===== src/rtl/fetch_prefetch_queue_if.sv =====
// Fetch front-end bus: instruction-memory request/response plus the decode-side
// head-of-queue view and control (stall/redirect).
interface fetch_prefetch_queue_if #(
   parameter int ADDR_W  = 8,
   parameter int INSTR_W = 16,
   parameter int DEPTH   = 4
);
   localparam int OCC_W = $clog2(DEPTH + 1);

   logic               imem_req;
   logic [ADDR_W-1:0]  imem_addr;
   logic [INSTR_W-1:0] imem_rdata;
   logic               imem_rvalid;
   logic               stall;
   logic               redirect;
   logic [ADDR_W-1:0]  redirect_pc;
   logic [INSTR_W-1:0] instr_out;
   logic [ADDR_W-1:0]  pc_out;
   logic               valid_out;
   logic               halt;
   logic [OCC_W-1:0]   occupancy;

   // master = the fetch unit, slave = memory + decode environment
   modport master (
      output imem_req, imem_addr, instr_out, pc_out, valid_out, halt, occupancy,
      input  imem_rdata, imem_rvalid, stall, redirect, redirect_pc
   );
   modport slave (
      input  imem_req, imem_addr, instr_out, pc_out, valid_out, halt, occupancy,
      output imem_rdata, imem_rvalid, stall, redirect, redirect_pc
   );
endinterface


===== src/rtl/fetch_prefetch_queue.sv =====
// Sequential instruction fetcher feeding an in-order queue to decode; drops
// wrong-path responses after redirect and stops fetching once HALT is queued.
module fetch_prefetch_queue #(
   parameter int                ADDR_W   = 8,
   parameter int                INSTR_W  = 16,
   parameter int                DEPTH    = 4,
   parameter int                MAX_OUT  = 2,
   parameter logic [ADDR_W-1:0] RESET_PC = '0
) (
   input logic                    clk,
   input logic                    reset,
   fetch_prefetch_queue_if.master bus
);
   localparam int         PTR_W   = $clog2(DEPTH);
   localparam int         OCC_W   = $clog2(DEPTH + 1);
   localparam int         OUT_W   = $clog2(MAX_OUT + 1);
   localparam logic [3:0] OP_HALT = 4'hF;

   logic [INSTR_W-1:0] instr_q [DEPTH];
   logic [ADDR_W-1:0]  pc_q    [DEPTH];
   logic [PTR_W-1:0]   rd_ptr, wr_ptr;
   logic [OCC_W-1:0]   count;
   logic [ADDR_W-1:0]  fetch_pc;
   logic [ADDR_W-1:0]  resp_pc;
   logic [OUT_W-1:0]   outstanding;
   logic [OUT_W-1:0]   drop_cnt;
   logic               started;
   logic               fetch_stop;
   logic               halt_q;

   logic issue, rsp_keep, enq, deq, head_halt, valid;

   always_comb begin
      valid     = (count != '0);
      head_halt = (instr_q[rd_ptr][INSTR_W-1 -: 4] == OP_HALT);
      // Budget counts in-flight words as already occupying a slot, so the queue cannot overflow.
      issue     = started && !bus.redirect && !fetch_stop && !halt_q
                  && (int'(outstanding) < MAX_OUT)
                  && (int'(count) + int'(outstanding) < DEPTH);
      rsp_keep  = bus.imem_rvalid && (drop_cnt == '0) && !fetch_stop;
      enq       = !bus.redirect && rsp_keep;
      deq       = !bus.redirect && valid && !bus.stall;
   end

   // Storage needs no reset: nothing is visible until count says so.
   always_ff @(posedge clk) begin
      if (enq) begin
         instr_q[wr_ptr] <= bus.imem_rdata;
         pc_q[wr_ptr]    <= resp_pc;
      end
   end

   always_ff @(posedge clk) begin
      if (!reset) begin
         started     <= 1'b0;
         fetch_pc    <= RESET_PC;
         resp_pc     <= RESET_PC;
         outstanding <= '0;
         drop_cnt    <= '0;
         fetch_stop  <= 1'b0;
         halt_q      <= 1'b0;
         rd_ptr      <= '0;
         wr_ptr      <= '0;
         count       <= '0;
      end else if (bus.redirect) begin
         // Everything still in flight is wrong-path; count it for discard.
         started     <= 1'b1;
         fetch_pc    <= bus.redirect_pc;
         resp_pc     <= bus.redirect_pc;
         outstanding <= outstanding - OUT_W'(bus.imem_rvalid);
         drop_cnt    <= outstanding - OUT_W'(bus.imem_rvalid);
         fetch_stop  <= 1'b0;
         halt_q      <= 1'b0;
         rd_ptr      <= '0;
         wr_ptr      <= '0;
         count       <= '0;
      end else begin
         started <= 1'b1;
         if (issue)
            fetch_pc <= fetch_pc + ADDR_W'(1);
         outstanding <= outstanding + OUT_W'(issue) - OUT_W'(bus.imem_rvalid);
         // resp_pc tracks the PC of the next right-path response.
         if (bus.imem_rvalid) begin
            if (drop_cnt != '0)
               drop_cnt <= drop_cnt - OUT_W'(1);
            else
               resp_pc <= resp_pc + ADDR_W'(1);
         end
         if (enq) begin
            wr_ptr <= wr_ptr + PTR_W'(1);
            if (bus.imem_rdata[INSTR_W-1 -: 4] == OP_HALT)
               fetch_stop <= 1'b1;
         end
         if (deq && head_halt) begin
            halt_q <= 1'b1;
            rd_ptr <= '0;
            wr_ptr <= '0;
            count  <= '0;
         end else begin
            if (deq)
               rd_ptr <= rd_ptr + PTR_W'(1);
            count <= count + OCC_W'(enq) - OCC_W'(deq);
         end
      end
   end

   assign bus.imem_req  = issue;
   assign bus.imem_addr = fetch_pc;
   assign bus.valid_out = valid;
   assign bus.instr_out = valid ? instr_q[rd_ptr] : '0;
   assign bus.pc_out    = valid ? pc_q[rd_ptr] : '0;
   assign bus.halt      = halt_q;
   assign bus.occupancy = count;
endmodule

===== src/flat_wrapper.sv =====
// flat-port wrapper written by rule: the top's interface ports become plain ports
module fetch_prefetch_queue_flat 
#(
   parameter int                ADDR_W   = 8,
   parameter int                INSTR_W  = 16,
   parameter int                DEPTH    = 4,
   parameter int                MAX_OUT  = 2,
   parameter logic [ADDR_W-1:0] RESET_PC = '0
)
  (clk, reset, bus_imem_req, bus_imem_addr, bus_instr_out, bus_pc_out, bus_valid_out, bus_halt, bus_occupancy, bus_imem_rdata, bus_imem_rvalid, bus_stall, bus_redirect, bus_redirect_pc);
  fetch_prefetch_queue_if #(.ADDR_W(ADDR_W), .INSTR_W(INSTR_W), .DEPTH(DEPTH)) bus_i ();
  input logic clk;
  input logic reset;
  output wire logic [$bits(bus_i.imem_req)-1:0] bus_imem_req;
  output wire logic [$bits(bus_i.imem_addr)-1:0] bus_imem_addr;
  output wire logic [$bits(bus_i.instr_out)-1:0] bus_instr_out;
  output wire logic [$bits(bus_i.pc_out)-1:0] bus_pc_out;
  output wire logic [$bits(bus_i.valid_out)-1:0] bus_valid_out;
  output wire logic [$bits(bus_i.halt)-1:0] bus_halt;
  output wire logic [$bits(bus_i.occupancy)-1:0] bus_occupancy;
  input wire logic [$bits(bus_i.imem_rdata)-1:0] bus_imem_rdata;
  input wire logic [$bits(bus_i.imem_rvalid)-1:0] bus_imem_rvalid;
  input wire logic [$bits(bus_i.stall)-1:0] bus_stall;
  input wire logic [$bits(bus_i.redirect)-1:0] bus_redirect;
  input wire logic [$bits(bus_i.redirect_pc)-1:0] bus_redirect_pc;
  assign bus_imem_req = bus_i.imem_req;
  assign bus_imem_addr = bus_i.imem_addr;
  assign bus_instr_out = bus_i.instr_out;
  assign bus_pc_out = bus_i.pc_out;
  assign bus_valid_out = bus_i.valid_out;
  assign bus_halt = bus_i.halt;
  assign bus_occupancy = bus_i.occupancy;
  assign bus_i.imem_rdata = bus_imem_rdata;
  assign bus_i.imem_rvalid = bus_imem_rvalid;
  assign bus_i.stall = bus_stall;
  assign bus_i.redirect = bus_redirect;
  assign bus_i.redirect_pc = bus_redirect_pc;
  fetch_prefetch_queue #(.ADDR_W(ADDR_W), .INSTR_W(INSTR_W), .DEPTH(DEPTH), .MAX_OUT(MAX_OUT), .RESET_PC(RESET_PC)) u_core (.clk(clk), .reset(reset), .bus(bus_i));
endmodule

===== config.mk =====
export PLATFORM = sky130hd
export DESIGN_NAME = fetch_prefetch_queue_flat
export DESIGN_NICKNAME = d
export VERILOG_FILES = /design/src/rtl/fetch_prefetch_queue_if.sv /design/src/rtl/fetch_prefetch_queue.sv /design/src/flat_wrapper.sv
export SDC_FILE = /design/constraint.sdc
export NUM_CORES = 1
export LEC_CHECK = 0
export CAP_MARGIN = 20
export CORE_ASPECT_RATIO = 0.75
export CORE_MARGIN = 5
export CORE_UTILIZATION = 55
export DETAILED_ROUTE_END_ITERATION = 10
export GPL_ROUTABILITY_DRIVEN = 1
export PLACE_DENSITY = 0.79
export RECOVER_POWER = 25
export SYNTH_ARGS = -nofsm -noshare
export SYNTH_HDL_FRONTEND = slang
export SYNTH_SLANG_ARGS = --single-unit

===== constraint.sdc =====
create_clock -name clk -period 5.05 [get_ports clk]
set_clock_uncertainty 0.15 [all_clocks]
set_input_delay 1.01 -clock clk [delete_from_list [all_inputs] [get_ports clk]]
set_output_delay 1.01 -clock clk [all_outputs]
set_load 0.005 [all_outputs]

==> flow_summary_export.csv, run 1 <==
group,metric,value,unit
sta,max_freq,244,MHz
route,detail_route.wl_per_cell,18.5,um
critical_path,crit_buf_inv,4,
synthesis,netlist_area,5330,um2
floorplan,start_util,55.8,%
synthesis,synth-seq-cells,128,
status,status,"finished clean",
clock_tree,cts_hold_buf,0,
power_and_ir_drop,power,2.58,mW
power_and_ir_drop,leakage,2.27,nW
place,portBuffers,66,
clock_tree,cts_setup_buffers,0,
floorplan,die_y,95.2,um
synthesis,yosys_warnings,0,
synthesis,syn-instance-count,352,
sta,slew_headroom,40.8,%
synthesis,syn_area_per_cell,15.1,um2
critical_path,crit_path_top_delay_cell,"clkdlybuf4s50_1",
sta,hold_violations,0,
critical_path,crit_path_max_incr_delay,540,ps
run,drv_cap,0,
clock_tree,cts.sinks,128,
clock_tree,clk_latency,410,ps
synthesis,synth_edf_count,96,
critical_path,path_delay_family,"buffers and inverters",
route,routed_wl,10.6,mm
critical_path,cp-end-kind,"primary output",
grt,grt_util_all_layers,19.5,%
synthesis,synth_top_flop_cell,"edfxtp_1",
sta,worstMarginPinSlew,887,ps
synthesis,synth_cell_types,43,
final_layout,nNetsFinal,472,
clock_tree,numCtsBuffers,17,
sta,setup_viol,0,
critical_path,crit_type,"primary input to primary output",
critical_path,critPathArrivalTime,2940,ps
final_layout,fin_util,70.6,%
route,dr_total_vias,3214,
critical_path,cp-start-kind,"primary input",
place,gp_congestion,0.882,
sta,slew_viol_final,0,
grt,grt_pass1_wl,17.0,mm
critical_path,crit_fanout,20,
synthesis,synthArstFlopShare,0,%
final_layout,drive_gt1_share,15.4,%
critical_path,worstPathCellList,"clkdlybuf4s50_1 -> buf_4 -> nor4b_2 -> nand3_2 -> clkinv_1 -> clkdlybuf4s50_1",
final_layout,syn2layout_area_growth,26.4,%
route,drt_iter0_drc,289,
worst_hold_path,hold_path.class,"register to register",
sta,finalCriticalPeriod,4100,ps
grt,grt-ovfl-total,0,
grt,grt_pass1_vias,3251,
floorplan,coreArea,9540,um2
grt,antenna_found_initial,0,
clock_tree,root_buffer,"clkbuf_16",
synthesis,synth_seq_area_share,66.1,%
sta,tns,0,ps
sta,rsz0062_at_grt,"false",
final_layout,n_antenna_cell,0,
route,ant_nets,0,
sta,finalCritPeriodShare,81.2,%
floorplan,die_area,11800,um2
power_and_ir_drop,p_per_area,383,nW/um2
clock_tree,h-tree-depth,4,
route,routed_via_density,5.60,
critical_path,crit_top_cell,"clkdlybuf4s50_1",
clock_tree,cts_resized,0,
route,drc,0,
final_layout,fillerInstances,654,
critical_path,critPathRequiredTime,3890,ps
route,dr.pass1.iters,5,
clock_tree,cts_tree,"yes",
synthesis,syn_nets,395,
power_and_ir_drop,max-vdd-ir-drop,244,uV
floorplan,num_rows,31,
grt,grt_max_degree,29,
clock_tree,clk_pin_slew,50,ps
floorplan,io_pins,67,
clock_tree,cts_max_path_buffers,2,
place,place_hpwl,6.56,mm
floorplan,die_x,124,um
cells in the final DEF, fill, tap and decap left out, types with 9 or more instances in the layout:
cell and n:
xnor2_1 10, nand2_1 14, edfxtp_1 96, and2_1 32, inv_1 12, dlygate4sd3_1 9
clkbuf_16 17, nor2_1 21, nand3_1 11, clkdlybuf4s50_1 57, mux4_2 24, dfxtp_1 31
ha_1 13
cells by family after synthesis:
logic type      count (synthesis)  synth area share, %
flops                         128                 66.1
simple gates                  103                 10.7
buf+inv                        29                 2.25
xor+xnor                       14                 2.30
compound gates                 37                 4.49
mux                            27                 10.7
fa+ha+maj                      14                 3.43
state kept, by name, indices dropped and copies added, names as in the netlist, named ones only:
| register | cells |
|---|---|
| u_core.bus.halt | 1 |
| u_core.outstanding | 2 |
| u_core.instr_q | 64 |
| u_core.bus.imem_addr | 8 |
| u_core.started | 1 |
| u_core.drop_cnt | 2 |
| u_core.bus.occupancy | 3 |
| u_core.fetch_stop | 1 |
| u_core.resp_pc | 8 |
| u_core.rd_ptr | 2 |
| u_core.wr_ptr | 2 |
| u_core.pc_q | 32 |
cell type report:
cell class	count	area, um2	area share, %
flip-flops and latches	128	3520	52.3
multi-input cells	195	1680	25.0
repair buffers	72	706	10.5
clock buffers	17	425	6.32
clock inverters	15	174	2.58
well taps	132	165	2.45
inverters	15	56.3	0.836
layer usage:
layer,vias up,part of all wire (%),track usage [%]
met1,1596,44,26.2
met4,0,0.80,5.81
li1,1496,-,-
met2,113,49,31.0
met3,9,5.9,6.11
met5,-,0,0
Yosys cell counts, drive strengths merged, types with 2 or more instances:
master	n	area [um2]
o22ai	2	12.5
mux2i	3	30.0
a21oi	8	40.0
o21ai	7	38.8
o21a	3	22.5
nor2	21	78.8
nor3	2	15.0
nand2	14	52.6
ha	13	163
buf	5	30.0
or3	5	31.3
nand3	12	65.1
xor2	4	35.0
and2	32	200
a31oi	8	50.1
and3	3	18.8
edfxtp	96	2880
mux4	24	541
clkbuf	9	33.8
clkinv	3	11.3
nand4	5	31.3
xnor2	10	87.6
o31a	2	17.5
inv	12	45.0
nand3b	3	22.5
dfxtp	32	641
a211oi	4	30.0
per-stage QoR:
stage | area (um2) | instances | hold WS [ps] | setup WS [ps]
after CTS | 6730 | 574 | 339 | 959
after global placement | 6130 | 542 | 323 | 994
after detailed placement | 6130 | 542 | 332 | 966
after floorplan | 5330 | 352 | 315 | 2240
after global routing | 6730 | 574 | 362 | 852
final | 6730 | 574 | 336 | 952
worst min-delay path: stages, from the launching register on:
cell	delay (ps)
dfxtp_1	320
nand2_1	50
o21ai_0	60
path summary, 6_finish.rpt:
kind              slack, ps                      end  depth (start not counted)                     from
setup / recovery        950             bus_imem_req                          6             bus_redirect
hold / removal          340  u_core.bus.imem_addr[7]                          2  u_core.bus.imem_addr[7]
setup reg to reg       2090  u_core.bus.occupancy[2]                          9  u_core.bus.occupancy[2]
hold reg to reg         340  u_core.bus.imem_addr[7]                          2  u_core.bus.imem_addr[7]
power breakdown:
part / internal (mW) / switching, mW
Combinational: 0.0957 / 0.0854
Sequential: 1.16 / 0.0266
Clock: 0.741 / 0.470
Total: 2.00 / 0.582
Power figures use the tool's default switching activity.
==> inputs of run 2 (changes only) <==
- CORE_UTILIZATION: 55 -> 50
- PLACE_DENSITY: 0.79 -> 0.76
- clock period: 5.05 -> 3.4 ns (I/O delays scaled with it)
==> flow_summary_export.csv, run 2 (synthesis gave the netlist of run 1 again) <==
group,metric,value,unit
place,gp_congestion,0.800,
power_and_ir_drop,p_sw,820,uW
final_layout,final_common_cell,"edfxtp_1",
sta,finalCritPeriodShare,93.9,%
final_layout,multi_input_area,1680,um2
grt,grt_max_degree,29,
worst_hold_path,hold_path.class,"register to register",
final_layout,fillerInstances,724,
sta,setup_viol,0,
power_and_ir_drop,pwr-share-seq,47.8,%
critical_path,r2r-end,"u_core.bus.occupancy[2]",
place,place_ws,357,ps
power_and_ir_drop,leakage,2.30,nW
final_layout,reg_top3,"u_core.instr_q x64, u_core.pc_q x32",
clock_tree,numCtsBuffers,17,
route,dr_total_vias,3188,
power_and_ir_drop,p_sw_share,22.2,%
critical_path,path_delay_family,"buffers and inverters",
final_layout,syn2layout_area_growth,27.4,%
sta,rsz0062_at_grt,"false",
clock_tree,clk_pin_slew,60,ps
clock_tree,root_buffer,"clkbuf_16",
route,dr.pass1.iters,4,
critical_path,cp-start-kind,"register",
worst_hold_path,hold_end,"u_core.bus.imem_addr[7]",
clock_tree,cts_hold_buf,0,
clock_tree,cts_setup_buffers,0,
sta,hold_violations,0,
sta,finalCriticalPeriod,3190,ps
final_layout,fin_area,6790,um2
power_and_ir_drop,pwr-share-comb,7.6,%
floorplan,io_pins,67,
final_layout,largest_reg_flops,64,
floorplan,die_x,129,um
critical_path,crit_type,"register to primary output",
critical_path,rrSetupSlack,710,ps
critical_path,rr_startpoint,"u_core.bus.occupancy[2]",
grt,grt_pass1_vias,3284,
sta,slew_headroom,61.4,%
route,drc,0,
final_layout,nNetsFinal,482,
route,drt_iter0_drc,253,
floorplan,coreArea,10300,um2
clock_tree,clk_latency,410,ps
critical_path,crit_buf_inv,2,
floorplan,die_y,99.4,um
route,routed_wl,10.7,mm
sta,worst_slack,207,ps
route,detail_route.wl_per_cell,18.1,um
worst_hold_path,min-delay-start,"u_core.bus.imem_addr[7]",
floorplan,start_util,51.6,%
clock_tree,cts_max_path_buffers,2,
critical_path,worstRegToRegCells,10,
grt,grt_util_all_layers,17.8,%
critical_path,crit_fanout,16,
grt,antenna_found_initial,0,
sta,slew_viol_final,0,
clock_tree,h-tree-depth,4,
worst_hold_path,hold_path_depth,2,
critical_path,worstPathCellList,"buf_12 -> mux4_2 -> and2_1 -> clkdlybuf4s50_1",
route,routed_via_density,5.42,
final_layout,final_cell_mix,"edfxtp_1, clkdlybuf4s50_1, and2_1",
status,status,"finished clean",
grt,grt-ovfl-total,0,
place,place_hpwl,7.04,mm
power_and_ir_drop,clkPwrFrac,44.6,%
final_layout,n_antenna_cell,0,
critical_path,critPathRequiredTime,2570,ps
power_and_ir_drop,max-vdd-ir-drop,288,uV
sta,max_freq,313,MHz
power_and_ir_drop,p_per_area,544,nW/um2
clock_tree,cts_resized,0,
final_layout,regArea,3520,um2
critical_path,critPathArrivalTime,2360,ps
grt,grt_pass1_wl,17.2,mm
final_layout,drive_gt1_share,16.4,%
critical_path,crit_path_max_incr_delay,540,ps
floorplan,num_rows,32,
clock_tree,cts_tree,"yes",
route,ant_nets,0,
critical_path,cp-end-kind,"primary output",
clock_tree,cts.sinks,128,
floorplan,die_area,12800,um2
run,drv_cap,0,
sta,tns,0,ps
sta,worstMarginPinSlew,576,ps
final_layout,top_register,"u_core.instr_q",
place,portBuffers,66,
place,dpl_cell_area,6240,um2
critical_path,crit_path_top_delay_cell,"dfxtp_2",
power_and_ir_drop,p_int,2.87,mW
-- run 2: cell count changes in the layout (fill, tap and decap cells not counted) --
cell       change
clkinv_1       +4
buf_12         +2
buf_4          +8
inv_8          -2
inv_6          -4
clkinv_4       +1
bufinv_16      -1
clkinv_2       +2
-- run 2: how the worst max path moves through the flow --
stage / to / depth (start not counted) / startpoint
floorplan: u_core.bus.occupancy[2] / 10 / u_core.bus.occupancy[2]
global placement: u_core.outstanding[1] / 11 / bus_redirect
detailed placement: u_core.bus.occupancy[2] / 10 / bus_redirect
CTS: bus_instr_out[12] / 4 / register
global route: bus_instr_out[12] / 4 / register
finish: bus_instr_out[12] / 4 / register
-- run 2: cell type report --
cell class	count	share of cell area, %
clock buffer	17	6.27
clock inverter	15	1.77
inverter	15	0.830
multi-input combinational	195	24.8
sequential	128	51.9
tap	136	2.51
timing repair buffer	82	11.9
-- run 2: metrics by stage --
step           utilization, %  total power [mW]  std cells  hold WS [ps]
2_1_floorplan               -              1.93        352           315
3_3_place_gp             60.4              2.07        556           318
3_5_place_dp             60.4              2.08        556           320
4_1_cts                  65.7              3.72        588           338
5_1_grt                  65.7              3.83        588           355
6_report                 65.7              3.69        588           337
-- run 2: routing by layer --
layer  wire, um  GRT usage (%)
met2       5060           26.9
met1       4700           24.7
met5          0              0
met3        756           4.62
met4        152           7.18
-- run 2: power groups by stage --
stage	Clock, mW	Sequential, mW	Combinational (mW)
2_1_floorplan	0	1.78	0.148
3_3_place_gp	0	1.79	0.276
3_5_place_dp	0	1.80	0.283
4_1_cts	1.67	1.76	0.287
5_1_grt	1.75	1.77	0.311
6_report	1.65	1.76	0.281
-- run 2: tightest hold or removal path, delay by kind of cell, from the launching register on --
kind	cells	cell delay (ps)
DFF	1	320
AOI/OAI and AO/OA	1	60
and+or+nand+nor	1	50
==> patch 1: new RTL, config.mk and constraints of run 2 <==
`ADDR_W` is set to 8 in 3 places; all go to 9.
--- a/src/rtl/fetch_prefetch_queue_if.sv
+++ b/src/rtl/fetch_prefetch_queue_if.sv
@@ -2,5 +2,5 @@
 // head-of-queue view and control (stall/redirect).
 interface fetch_prefetch_queue_if #(
-   parameter int ADDR_W  = 8,
+   parameter int ADDR_W  = 9,
    parameter int INSTR_W = 16,
    parameter int DEPTH   = 4
--- a/src/rtl/fetch_prefetch_queue.sv
+++ b/src/rtl/fetch_prefetch_queue.sv
@@ -2,5 +2,5 @@
 // wrong-path responses after redirect and stops fetching once HALT is queued.
 module fetch_prefetch_queue #(
-   parameter int                ADDR_W   = 8,
+   parameter int                ADDR_W   = 9,
    parameter int                INSTR_W  = 16,
    parameter int                DEPTH    = 4,
--- a/src/flat_wrapper.sv
+++ b/src/flat_wrapper.sv
@@ -2,5 +2,5 @@
 module fetch_prefetch_queue_flat 
 #(
-   parameter int                ADDR_W   = 8,
+   parameter int                ADDR_W   = 9,
    parameter int                INSTR_W  = 16,
    parameter int                DEPTH    = 4,
Interface: changed (resized bus_imem_addr, bus_pc_out and bus_redirect_pc); port bits go from 67 to 70. No check against the original RTL was run, so the function may have changed too.
==> patch 1 against run 2 <==
- synthesized area up 4.5%
- synthesized cell count up 2.8%
- largest power group is now the clock network
- core utilization down 0.052 points
- total power up 12%
- design area up 5.4%
- sequential cell count up 6
- critical path depth up 1
- critical path type is now input pin to primary output
- setup slack worse by 0.024 ns
- sequential power up 5%
- routed wire length up 9.8%
==> patch 1: results (changes against run 2) <==
| Metric | Value |
|---|---|
| Worst hold path class | `register to register` |
| Post-Synthesis Cells | `362 (+2.8%)` |
| Vias | `3341 (+4.8%)` |
| Largest net degree at the start of global routing | `29 (unchanged)` |
| Final WL | `11.7 mm (+9.8%)` |
| Post-DP Area | `6510 um2 (+4.4%)` |
| GRT Util Overall | `18.5% (+0.71 points)` |
| Hpwl dp | `7.72 mm (+9.7%)` |
| Slew @ Worst Pin | `0.548 ns (-0.0278 ns)` |
| Area contributors post-synth | `edfxtp_1 (54%), dfxtp_1 (12%), mux4_2 (10%)` |
| Critical Path AT | `2.39 ns (+0.03 ns)` |
| GPL Wtd Cong | `0.825 (+3.2%)` |
| Cell total after placement | `574 (+3.2%)` |
| Critical path's slowest cell | `clkdlybuf4s50_1` |
| Share of layout cells above drive strength 1 | `16.5% (+0.15 points)` |
| Worst skew pair latency | `0.41 ns (about the same)` |
| First-pass GRT wire length | `18.8 mm (+9.3%)` |
| Outcome | `completed` |
| Post-CTS sizing | `0 (unchanged)` |
| CP max FO | `5 (-11)` |
| Critical path's largest stage delay | `between 0.5 and 0.6 ns` |
| Mapped Nets | `406 (+2.8%)` |
| Nets | `497 (+3.1%)` |
| Sequential-to-total area share from yosys stat | `66.2% (about the same)` |
| Antenna violations before repair | `0 (unchanged)` |
| DR iter-0 viols | `257 (+1.6%)` |
| Worst IR Drop VDD | `0.617 mV (+110%)` |
| Number of global-route vias before repair | `3526 (+7.4%)` |
| Top cells by count, synth | `edfxtp_1 (100), dfxtp_1 (34), and2_1 (32), mux4_2 (25), nor2_1 (17)` |
| Top Registers | `u_core.instr_q (64), u_core.pc_q (36)` |
| Pre-CTS WS | `0.191 ns (-0.166 ns)` |
| Yosys cell types | `47 (+9.3%)` |
| Filler cells | `785 (+8.4%)` |
| Leakage | `0.00247 uW (+7.8%)` |
| PortBufs | `69 (+4.5%)` |
| Routed vias/inst | `5.51 (+1.7%)` |
-- patch 1: cell count changes in the layout (fill, tap and decap cells not counted), sizes merged, moves of 4 or more --
cell	change
clkinv	-5
clkinvlp	-4
nand3	-5
bufinv	+5
nor2	-4
edfxtp	+4
a31oi	-5
-- patch 1: layout make-up --
cell class,count,area (um2),area share [%]
clock buffers,20,437,6.10
clock inverters,12,206,2.89
inverters,16,60.1,0.839
multi-input cells,198,1760,24.6
flip-flops and latches,134,3680,51.5
well taps,140,175,2.45
repair buffers,86,831,11.6
-- patch 1: per-layer routing --
| layer | routed length (um) | share of wire (%) | global-route usage [%] | vias up |
|---|---|---|---|---|
| met5 | 0 | 0 | 0 | - |
| met4 | 141 | 1.2 | 5.45 | 0 |
| met3 | 722 | 6.2 | 6.21 | 13 |
| met2 | 5790 | 49 | 30.2 | 105 |
| met1 | 5060 | 43 | 23.9 | 1663 |
| li1 | - | - | - | 1560 |
-- patch 1: path summary, 6_finish.rpt --
path	start	to	slack (ns)	cells past startpoint
max	bus_redirect	bus_imem_req	0.18	5
min	u_core.resp_pc[8]	u_core.pc_q[3][8]	0.39	0
max reg2reg	u_core.bus.occupancy[2]	u_core.bus.occupancy[2]	0.96	10
min reg2reg	u_core.resp_pc[8]	u_core.pc_q[3][8]	0.39	0
-- patch 1: power by group --
part | total, uW | internal (uW) | switching [uW]
Sequential | 1840 | 1810 | 37.3
Combinational | 278 | 146 | 131
Clock | 2000 | 1360 | 634
Total | 4120 | 3310 | 803
-- patch 1: kinds of logic (layout without fill, tap and decap cells) --
kind of cell	after synthesis	count (layout)	synth area share (%)
muxes	29	29	10.9
AOI/OAI and AO/OA	42	42	4.99
DFF	134	134	66.2
and+or+nand+nor	96	96	9.83
xor gates and xnor gates	17	17	2.68
adders and majority gates	14	14	3.28
buffers and inverters	30	134	2.16
==> patch 2: new RTL, config.mk and constraints of run 2 <==
Without the edit above. Make the reset (`reset`) asynchronous in one clocked block.
--- a/src/rtl/fetch_prefetch_queue.sv
+++ b/src/rtl/fetch_prefetch_queue.sv
@@ -51,5 +51,5 @@
    end
 
-   always_ff @(posedge clk) begin
+   always_ff @(posedge clk or negedge reset) begin
       if (!reset) begin
          started     <= 1'b0;
Formal check against the unedited RTL: differs if reset is asserted again (counterexample within 4 cycles, from zero or initial values and one cycle with reset low); with reset held inactive, the same outputs for 4 cycles.
==> patch 2 against run 2 <==
- core utilization increased by 1.0 points
- routed wire length decreased by 2.1%
- sequential cell count decreased by 2
- setup slack got worse by 0.012 ns
- register-to-register slack improved by 0.07 ns
- critical path depth increased by 1
- design area increased by 2.4%
- highest routed layer unchanged
- synthesized area increased by 1.5%
Power is not compared: it rests on default switching activity, and its combinational part moved more than twofold at a synthesized area within 25%.
==> patch 2: results (changes against run 2) <==
| Metric | Value |
|---|---|
| Outcome | `completed` |
| DR iter-0 viols | `248 (-2.0%)` |
| Top cells by count, synth | `edfxtp_1 (96), dfrtp_1 (30), nor2b_1 (24), mux4_2 (19), inv_1 (15)` |
| Reg2reg start | `u_core.bus.occupancy[1]` |
| Share of layout cells above drive strength 1 | `18.2% (+1.8 points)` |
| CTS Buf Count | `17 (unchanged)` |
| GRT Util Overall | `17.3% (-0.42 points)` |
| Hold depth | `1 (-1)` |
| Hold Path End | `u_core.bus.imem_addr[3]` |
| Sequential-to-total area share from yosys stat | `67.2% (+1.1 points)` |
| Mean routed wirelength per cell | `18.3 um (+0.95%)` |
| Hpwl dp | `7.03 mm (-0.13%)` |
| Largest net degree at the start of global routing | `33 (+14%)` |
| Area contributors post-synth | `edfxtp_1 (53%), dfrtp_1 (14%), mux4_2 (7.9%)` |
| Reg2reg end | `u_core.outstanding[1]` |
| First-pass iteration count of the detailed router | `4 (unchanged)` |
| Nets | `465 (-3.5%)` |
| Hold Startpoint | `u_core.bus.imem_addr[3]` |
| Top Registers | `u_core.instr_q (64), u_core.pc_q (32)` |
| Met3 global-route usage | `5.11% (+0.49 points)` |
| First-pass GRT wire length | `16.8 mm (-2.2%)` |
| Filler cells | `741 (+2.3%)` |
| CP max FO | `7 (-9)` |
| Yosys cell types | `44 (+2.3%)` |
| Post-CTS sizing | `0 (unchanged)` |
| M2 GR Usage | `26.8% (-0.12 points)` |
| Reg-to-reg slack, setup | `0.78 ns (+0.07 ns)` |
| Mapped Nets | `373 (-5.6%)` |
| Pre-CTS WS | `0.189 ns (-0.168 ns)` |
| Number of global-route vias before repair | `3268 (-0.49%)` |
| GPL Wtd Cong | `0.815 (+2.0%)` |
patch 2: cell types whose count changed after synthesis, moves of 10 or more:
| cell | delta |
|---|---|
| dfxtp_1 | -32 |
| and2_1 | -27 |
| nor2_1 | -10 |
| dfrtp_1 | +30 |
| nor3_1 | +10 |
| nor2b_1 | +24 |
patch 2: power by group through the flow:
| stage | combinational (uW) | clock, uW | sequential [uW] |
|---|---|---|---|
| finish | 1190 | 1860 | 1910 |
| detailed placement | 1210 | 0 | 1940 |
| global placement | 1200 | 0 | 1930 |
| global route | 1320 | 1970 | 1930 |
| CTS | 1220 | 1890 | 1910 |
| floorplan | 632 | 0 | 1900 |
patch 2: stage by stage:
| step | instances | cell area [um2] | power (uW) | hold WS (ns) |
|---|---|---|---|---|
| after floorplan | 330 | 5400 | 2530 | 0.234 |
| after global placement | 539 | 6330 | 3130 | 0.389 |
| after detailed placement | 539 | 6330 | 3150 | 0.404 |
| after CTS | 570 | 6950 | 5020 | 0.433 |
| after global routing | 570 | 6950 | 5220 | 0.467 |
| final | 570 | 6950 | 4960 | 0.432 |
patch 2: kinds of logic after synthesis:
kind of cell | count (synthesis) | share of synthesized area, %
muxes | 28 | 11.1
AOI/OAI and AO/OA | 28 | 3.22
adders and majority gates | 14 | 3.38
other | 1 | 0.0694
DFF | 126 | 67.2
xor gates and xnor gates | 17 | 2.76
and+or+nand+nor | 89 | 9.98
buffers and inverters | 27 | 2.22
patch 2: worst max-delay path by stage:
stage                                       start  slack (ns)                 endpoint
after floorplan                      bus_redirect        0.79  u_core.bus.occupancy[2]
after global placement               bus_redirect        0.28             bus_imem_req
after detailed placement             bus_redirect        0.19  u_core.bus.occupancy[2]
after CTS                 u_core.bus.occupancy[1]        0.18             bus_imem_req
after global routing      u_core.bus.occupancy[1]        0.09             bus_imem_req
final                     u_core.bus.occupancy[1]        0.20             bus_imem_req
patch 2: final cells by class:
cell class                      count  area share, %
Sequential cell                   126           52.3
Multi-Input combinational cell    177           23.8
Timing Repair Buffer               85           11.7
Clock buffer                       17           6.13
Clock inverter                     14           2.77
Tap cell                          136           2.45
Inverter                           15          0.811
patch 2: critical path, cell delays in order, from the launching register on:
cell             delay [ns]
dfrtp_1                0.48
ha_1                   0.28
nor4b_4                0.34
nand3_2                0.10
inv_1                  0.20
clkdlybuf4s50_1        0.55
patch 2: routing by layer:
metal / share of wire [%] / vias to the layer above
met5: 0 / -
met3: 5.5 / 6
met2: 49 / 87
met4: 0.60 / 0
li1: - / 1442
met1: 45 / 1568
